==> config.mk <==
export PLATFORM = sky130hd
export DESIGN_NAME = tdc_pulse_gen
export DESIGN_NICKNAME = d
export VERILOG_FILES = /design/src/rtl/tdc_pulse_gen.sv
export SDC_FILE = /design/constraint.sdc
export NUM_CORES = 1
export LEC_CHECK = 0
export ABC_CLOCK_PERIOD_IN_PS = 3050
export BUFFER_PORTS_ARGS = -buffer_cell sky130_fd_sc_hd__buf_4
export CAP_MARGIN = 20
export CORE_ASPECT_RATIO = 1.75
export CORE_MARGIN = 2
export CORE_UTILIZATION = 56
export CTS_CLUSTER_DIAMETER = 120
export CTS_CLUSTER_SIZE = 30
export DETAILED_ROUTE_END_ITERATION = 10
export PLACE_DENSITY = 0.78
export SYNTH_ARGS = -nofsm -noshare
export SYNTH_HDL_FRONTEND = slang
export SYNTH_SLANG_ARGS = --single-unit
==> constraint.sdc <==
create_clock -name clk -period 3.05 [get_ports clk]
set_input_delay 0.1525 -clock clk [delete_from_list [all_inputs] [get_ports clk]]
set_output_delay 0.1525 -clock clk [all_outputs]
set_load 0.01 [all_outputs]
==> src/rtl/tdc_pulse_gen.sv <==
// Transmit side of the TDC pulse-count interface: start strobe, programmed pulse train,
// then waits for the counter's result and compares it with the programmed count.
`timescale 1ns/1ps

module tdc_pulse_gen #(
    parameter int WIDTH          = 8,
    parameter int HIGH_CYCLES    = 1,
    parameter int LOW_CYCLES     = 1,
    parameter int GAP_CYCLES     = 1,
    parameter int TIMEOUT_CYCLES = 64
) (
    input  logic             clk,
    input  logic             rst,
    input  logic             start,
    input  logic [WIDTH-1:0] count_in,
    input  logic [WIDTH-1:0] count_back,
    input  logic             count_valid,
    output logic             tdc_start,
    output logic             tdc_data,
    output logic             busy,
    output logic             done,
    output logic             match,
    output logic             timeout
);

    localparam int MAX_HL  = (HIGH_CYCLES > LOW_CYCLES) ? HIGH_CYCLES : LOW_CYCLES;
    localparam int MAX_HLG = (MAX_HL > GAP_CYCLES) ? MAX_HL : GAP_CYCLES;
    localparam int MAX_ALL = (MAX_HLG > TIMEOUT_CYCLES) ? MAX_HLG : TIMEOUT_CYCLES;
    localparam int TW      = $clog2(MAX_ALL + 1);

    localparam logic [TW-1:0] GAP_LAST  = TW'(GAP_CYCLES - 1);
    localparam logic [TW-1:0] HIGH_LAST = TW'(HIGH_CYCLES - 1);
    localparam logic [TW-1:0] LOW_LAST  = TW'(LOW_CYCLES - 1);
    localparam logic [TW-1:0] TO_LAST   = TW'(TIMEOUT_CYCLES - 1);

    typedef enum logic [2:0] {IDLE, STRB, GAP, HIGH, LOW, WAIT, DONE} state_t;

    state_t           state, next_state;
    logic [TW-1:0]    timer;
    logic [WIDTH-1:0] count_q;
    logic [WIDTH-1:0] sent;
    logic             accept;
    logic             last_pulse;
    logic             tdc_start_d, tdc_data_d, busy_d, done_d;

    assign accept     = (state == IDLE) && start;
    // sent never exceeds count_q-1 here, so a full-scale count needs no extra bit
    assign last_pulse = (sent == count_q - WIDTH'(1));

    // NOTE: sequential state uses non-blocking assignments so every register samples pre-edge values.
    always_ff @(posedge clk) begin
        if (!rst) begin
            state     <= IDLE;
            tdc_start <= 1'b0;
            tdc_data  <= 1'b0;
            busy      <= 1'b0;
            done      <= 1'b0;
        end else begin
            state     <= next_state;
            tdc_start <= tdc_start_d;
            tdc_data  <= tdc_data_d;
            busy      <= busy_d;
            done      <= done_d;
        end
    end

    // NOTE: next_state gets a default first so no path leaves it unassigned and infers a latch.
    always_comb begin
        next_state = state;
        unique case (state)
            IDLE: if (start) next_state = STRB;
            STRB: next_state = GAP;
            GAP:  if (timer == GAP_LAST) next_state = (count_q == '0) ? WAIT : HIGH;
            HIGH: if (timer == HIGH_LAST) next_state = LOW;
            LOW:  if (timer == LOW_LAST) next_state = last_pulse ? WAIT : HIGH;
            WAIT: if (count_valid || timer == TO_LAST) next_state = DONE;
            DONE: next_state = IDLE;
            default: next_state = IDLE;
        endcase
    end

    // Outputs are decoded from next_state and registered, so they line up with the state they describe.
    always_comb begin
        tdc_start_d = (next_state == STRB);
        tdc_data_d  = (next_state == HIGH);
        busy_d      = (next_state != IDLE);
        done_d      = (next_state == DONE);
    end

    always_ff @(posedge clk) begin
        if (!rst) begin
            timer   <= '0;
            count_q <= '0;
            sent    <= '0;
            match   <= 1'b0;
            timeout <= 1'b0;
        end else begin
            if (next_state != state) begin
                timer <= '0;
            end else if (state inside {GAP, HIGH, LOW, WAIT}) begin
                timer <= timer + 1'b1;
            end

            if (accept) begin
                count_q <= count_in;
                sent    <= '0;
                match   <= 1'b0;
                timeout <= 1'b0;
            end else if (state == LOW && timer == LOW_LAST) begin
                sent <= sent + 1'b1;
            end

            // A valid result on the final timer cycle still counts as success
            if (state == WAIT) begin
                if (count_valid) begin
                    match   <= (count_back == count_q);
                    timeout <= 1'b0;
                end else if (timer == TO_LAST) begin
                    match   <= 1'b0;
                    timeout <= 1'b1;
                end
            end
        end
    end

endmodule

==> Word level (Yosys, flattened, before mapping) <==
Cells that the tools add are included.
{ "op_classes": {"n_addsub": 3, "n_eq_ne": 12, "muxes": 16, "n_bitwise": 1, "n_reduce_logical": 10} }
{ "op_table": {"columns": ["cell", "count"], "rows": [
  ["3-bit 2-to-1 mux", 7],
  ["3-bit one-hot mux with 6 select lines", 1],
  ["8-bit equality test", 2],
  ["3-bit by 2-bit equality test with 1-bit output (second input constant)", 3],
  ["3-bit equality test (second input constant)", 3],
  ["8-bit by 1-bit adder with 8-bit output (second input constant)", 1],
  ["8-bit logical NOT", 1],
  ["1-bit 2-to-1 mux", 8],
  ["8-bit by 1-bit subtractor with 8-bit output (second input constant)", 1],
  ["7-bit by 1-bit adder with 7-bit output (second input constant)", 1],
  ["7-bit by 6-bit equality test with 1-bit output (second input constant)", 1],
  ["7-bit logical NOT", 1],
  ["3-bit by 1-bit equality test with 1-bit output (second input constant)", 2],
  ["4-bit nonzero test", 1],
  ["2-bit OR reduction", 2],
  ["3-bit logical NOT", 1],
  ["3-bit inequality test", 1],
  ["3-bit nonzero test", 1],
  ["1-bit logical AND", 2],
  ["1-bit logical OR", 1],
  ["1-bit inverter", 1]
]} }
{ "word_totals": {"ff_bits": 32, "in_bits": 20, "out_inout_bits": 6, "word_cells": 52} }

==> Longest topological paths before layout <==
{ "depth": {"depth_word": 7, "ltp_mapped": 9, "ltp_nobuf": 8} }

==> Worst setup path before layout <==
No wires, ideal clock.
{ "synth_path": {"path_type": "register to register", "from": "register count_q[0]", "to": "register done", "setup_ps": 115, "arrival_ps": 2482, "required_time_ps": 2935, "slack_ps": 453, "path_stages_with_launch": 9, "n_path_buf": 1, "synth_period_minus_slack_ps": 2597, "cell_sequence": "dfxtp_1 > clkbuf_1 > inv_1 > ha_1 > xnor2_1 > or4_1 > or4_4 > a31o_1 > and3_1"} }
{ "synth_between": {"elab_chain_cells": 6, "elab_cells_between_ends": 9, "classes_between": "add/sub: 1; eq/ne: 2; mux: 5; reduce/logical: 1"} }
{ "synth_lines": {"columns": ["item", "line_no", "text"], "rows": [
  ["start, declared", "40", "logic [WIDTH-1:0] count_q;"],
  ["start signal, assigned", "105", "count_q <= count_in;"],
  ["8-bit by 1-bit subtractor with 8-bit output", "48", "assign last_pulse = (sent == count_q - WIDTH'(1));"],
  ["8-bit equality test", "48", null],
  ["3-bit 2-to-1 mux (2 in a row)", "75", "LOW: if (timer == LOW_LAST) next_state = last_pulse ? WAIT : HIGH;"],
  ["3-bit one-hot mux with 6 select lines (*)", "70", "unique case (state)"],
  ["3-bit equality test (*)", "87", "done_d = (next_state == DONE);"],
  ["end signal, assigned", "63", "done <= done_d;"],
  ["end, declared", "21", "output logic done,"]
]} }
Mark *: on every way between the ends. The rest lies on a longest branch, timed or not.
A chain may end at the register's enable or synchronous reset.

==> Final worst setup path <==
{ "layout_path": {"from": "register count_q[0]", "to": "register tdc_data"} }
{ "layout_between": {"elab_chain_cells": 6, "elab_cells_between_ends": 9, "classes_between": "add/sub: 1; eq/ne: 2; mux: 5; reduce/logical: 1"} }
{ "layout_lines": {"columns": ["item", "line_no", "text"], "rows": [
  ["8-bit by 1-bit subtractor with 8-bit output", "48", null],
  ["8-bit equality test", "48", null],
  ["3-bit 2-to-1 mux (2 in a row)", "75", null],
  ["3-bit one-hot mux with 6 select lines (*)", "70", null],
  ["3-bit by 2-bit equality test with 1-bit output (*)", "85", "tdc_data_d = (next_state == HIGH);"],
  ["end signal, assigned", "61", "tdc_data <= tdc_data_d;"],
  ["end, declared", "19", "output logic tdc_data,"]
]} }
Marks and branches as above.

==> run summary <==
Status: complete, no violations
H-tree Lvls: 2
WP data arrival: 2.75 ns
CP max FO: 6
Antenna-violating nets left: 0
Cell count after synthesis: 214
Multi-input logic area: 1080 um^2
Min-Delay Path Class: in2reg
Post-DP HPWL: 2.81 mm
Clk sinks: 32
Seq/Total Area, Yosys: 0.360
Number of synthesized flops with an enable pin: 0
Area of the core: 3070 um^2
Initial Util: 0.579
LEAKAGE: 0.815 nW
Synth cell types: 45
Post-CTS Repair Setup Buffers: 0
Final-report hold violation count: 0
Setup CP Type: reg2reg
Setup TNS: 0 ns
Max cap viols: 0
Global-route wire length before repair: 6.20 mm
Max Slew Vio Count: 0
Clk root buf: clkbuf_8
Drt first pass iters: 4
Initial antenna violation count: 0
Vias in the first global route: 1426
Clk slew on worst S/H paths: 0.06 ns
Die area: 3660 um^2
Max Clk Rate: 387 MHz
Critical path required time: 3.22 ns
Total CTS buffers: 5
Mapped Area: 1780 um^2
Final nets: 262
Placer Congestion: 0.824
Final Power: 0.00101 W
# hold bufs at CTS: 0
Synthesized area per cell: 8.31 um^2
Synth warn: 0
Standard-cell rows: 27
Tmin final: 2.58 ns
Largest net degree at the start of global routing: 19
# DRC: 0
Area fraction of the dominant cell type after synthesis: 0.360
P per Cell Area: 485 nW/um^2
Setup-failing EPs final: 0
Syn_nets: 239
CTS tree: yes
Maximum vdd drop: 435 uV
PostCTS Resize Cnt: 0
Async SR Flop Fraction: 0
Total overflow reported by the global router: 0
IO Pins: 26
Final Skew: 0.00712 ns
RSZ-0062 raised after global routing: no
Dominant cell type by area after synthesis: dfxtp_1
Iter 0 DRT Violations: 19
Die H: 78.6 um
Main flop type after synthesis: dfxtp_1
Fin crit share: 0.846
Layout cell share with drive strength beyond 1: 0.168
Worst setup margin: 0.468 ns
Ranking of synthesized cells by area: dfxtp_1 36%, xnor2_1 7.9%, xor2_1 6.9%
Rel. slew slack: 0.564
Routed len/inst: 12.8 um
Worst setup EP type: flop
Antenna diode count: 0
Routed vias: 1493
# fillers: 280
Dpl ws: 0.464 ns
Clk Latency, worst-skew pair: 0.28 ns
Startpoint types: flop
Synthesis-stage register bit count: 32
Clk buf depth: 2
Die W: 46.6 um
Area Overhead vs Synth: 16.9%
Total global-route track usage: 0.229
Worst Tran Pin Value: 0.647 ns
Total routed wirelength: 3.61 mm
Vias per cell: 5.31
Storage element area: 641 um^2
PortBufs: 25
==> final cells by class <==
type	instances	area share
Clock buffer	8	0.0433
Inverter	6	0.0108
Multi-Input combinational cell	166	0.518
Sequential cell	32	0.308
Tap cell	43	0.0259
Timing Repair Buffer	26	0.0938
==> power by group <==
group          internal [W]  switching, W  total, W
sequential         0.000439     0.0000319  0.000471
clock              0.000184      0.000140  0.000324
combinational      0.000104      0.000110  0.000214
==> state kept, by name, summed over array words and instances, names as in the netlist, 3 cells and up <==
name     count
count_q      8
sent         8
state        3
timer        7
==> per-layer routing <==
metal	routed length, um	track usage	part of all wire
met5	0	0	0
met4	42	0.0778	0.012
met3	71	0.0483	0.020
met2	2030	0.414	0.56
met1	1460	0.248	0.41
==> stage by stage <==
stage                     hold slack (ns)  instance area, um^2   util  std cells
final                               0.133                 2080  0.677        281
after global routing                0.143                 2080  0.677        281
after CTS                           0.133                 2080  0.677        281
after detailed placement            0.423                 1990  0.648        273
after global placement              0.414                 1990  0.648        273
after floorplan                     0.287                 1780      -        214
==> Yosys cell counts, types with 2 or more instances <==
| library cell | n |
|---|---|
| dfxtp_1 | 32 |
| xor2_1 | 14 |
| o31a_1 | 2 |
| o22ai_1 | 2 |
| ha_1 | 5 |
| nor3_1 | 9 |
| nor4_1 | 2 |
| nor2b_1 | 3 |
| nor2_1 | 21 |
| a21boi_0 | 9 |
| a21oi_1 | 6 |
| xnor2_1 | 16 |
| clkbuf_1 | 10 |
| and3_1 | 5 |
| nand3_1 | 8 |
| o21ba_2 | 2 |
| inv_1 | 6 |
| and2_1 | 4 |
| a211o_1 | 2 |
| nand4_1 | 3 |
| o21ai_0 | 4 |
| nand2_1 | 26 |
==> final timing paths <==
check	start	cells past startpoint	slack (ns)	end
min reg2reg	count_q[1]	2	0.53	count_q[1]
min	count_in[7]	3	0.13	count_q[7]
max	count_q[0]	7	0.47	tdc_data
max reg2reg	count_q[0]	7	0.47	tdc_data
==> kinds of logic (layout without fill, tap and decap cells) <==
| family | Yosys count | count (layout) | share of synthesized area |
|---|---|---|---|
| and+or+nand+nor | 92 | 92 | 0.265 |
| AOI/OAI and AO/OA | 38 | 38 | 0.153 |
| DFF | 32 | 32 | 0.360 |
| xor gates and xnor gates | 30 | 30 | 0.148 |
| buffers and inverters | 16 | 40 | 0.0338 |
| adders and majority gates | 5 | 5 | 0.0352 |
| muxes | 1 | 1 | 0.00563 |
==> worst max-delay path, stage by stage, from the launching register on <==
cell and delay, ns:
dfxtp_1 0.43, inv_1 0.11, ha_1 0.31, xnor2_1 0.12, or4_1 0.49, or4_4 0.55, a31o_1 0.27, and3_1 0.18
==> layout by cell type (no fill, tap or decap), types with 2 or more instances in the layout <==
master / instances
dfxtp_1: 32
nand2_1: 26
buf_4: 26
nor2_1: 21
xnor2_1: 16
xor2_1: 14
nor3_1: 9
a21boi_0: 9
nand3_1: 8
inv_1: 6
a21oi_1: 6
clkbuf_8: 6
and3_1: 5
ha_1: 5
o21ai_0: 4
and2_1: 4
nor2b_1: 3
nand4_1: 3
o21ba_2: 2
a211o_1: 2
nor4_1: 2
o22ai_1: 2
o31a_1: 2
clkbuf_1: 2
No activity file was read; power rests on OpenSTA's default activity.
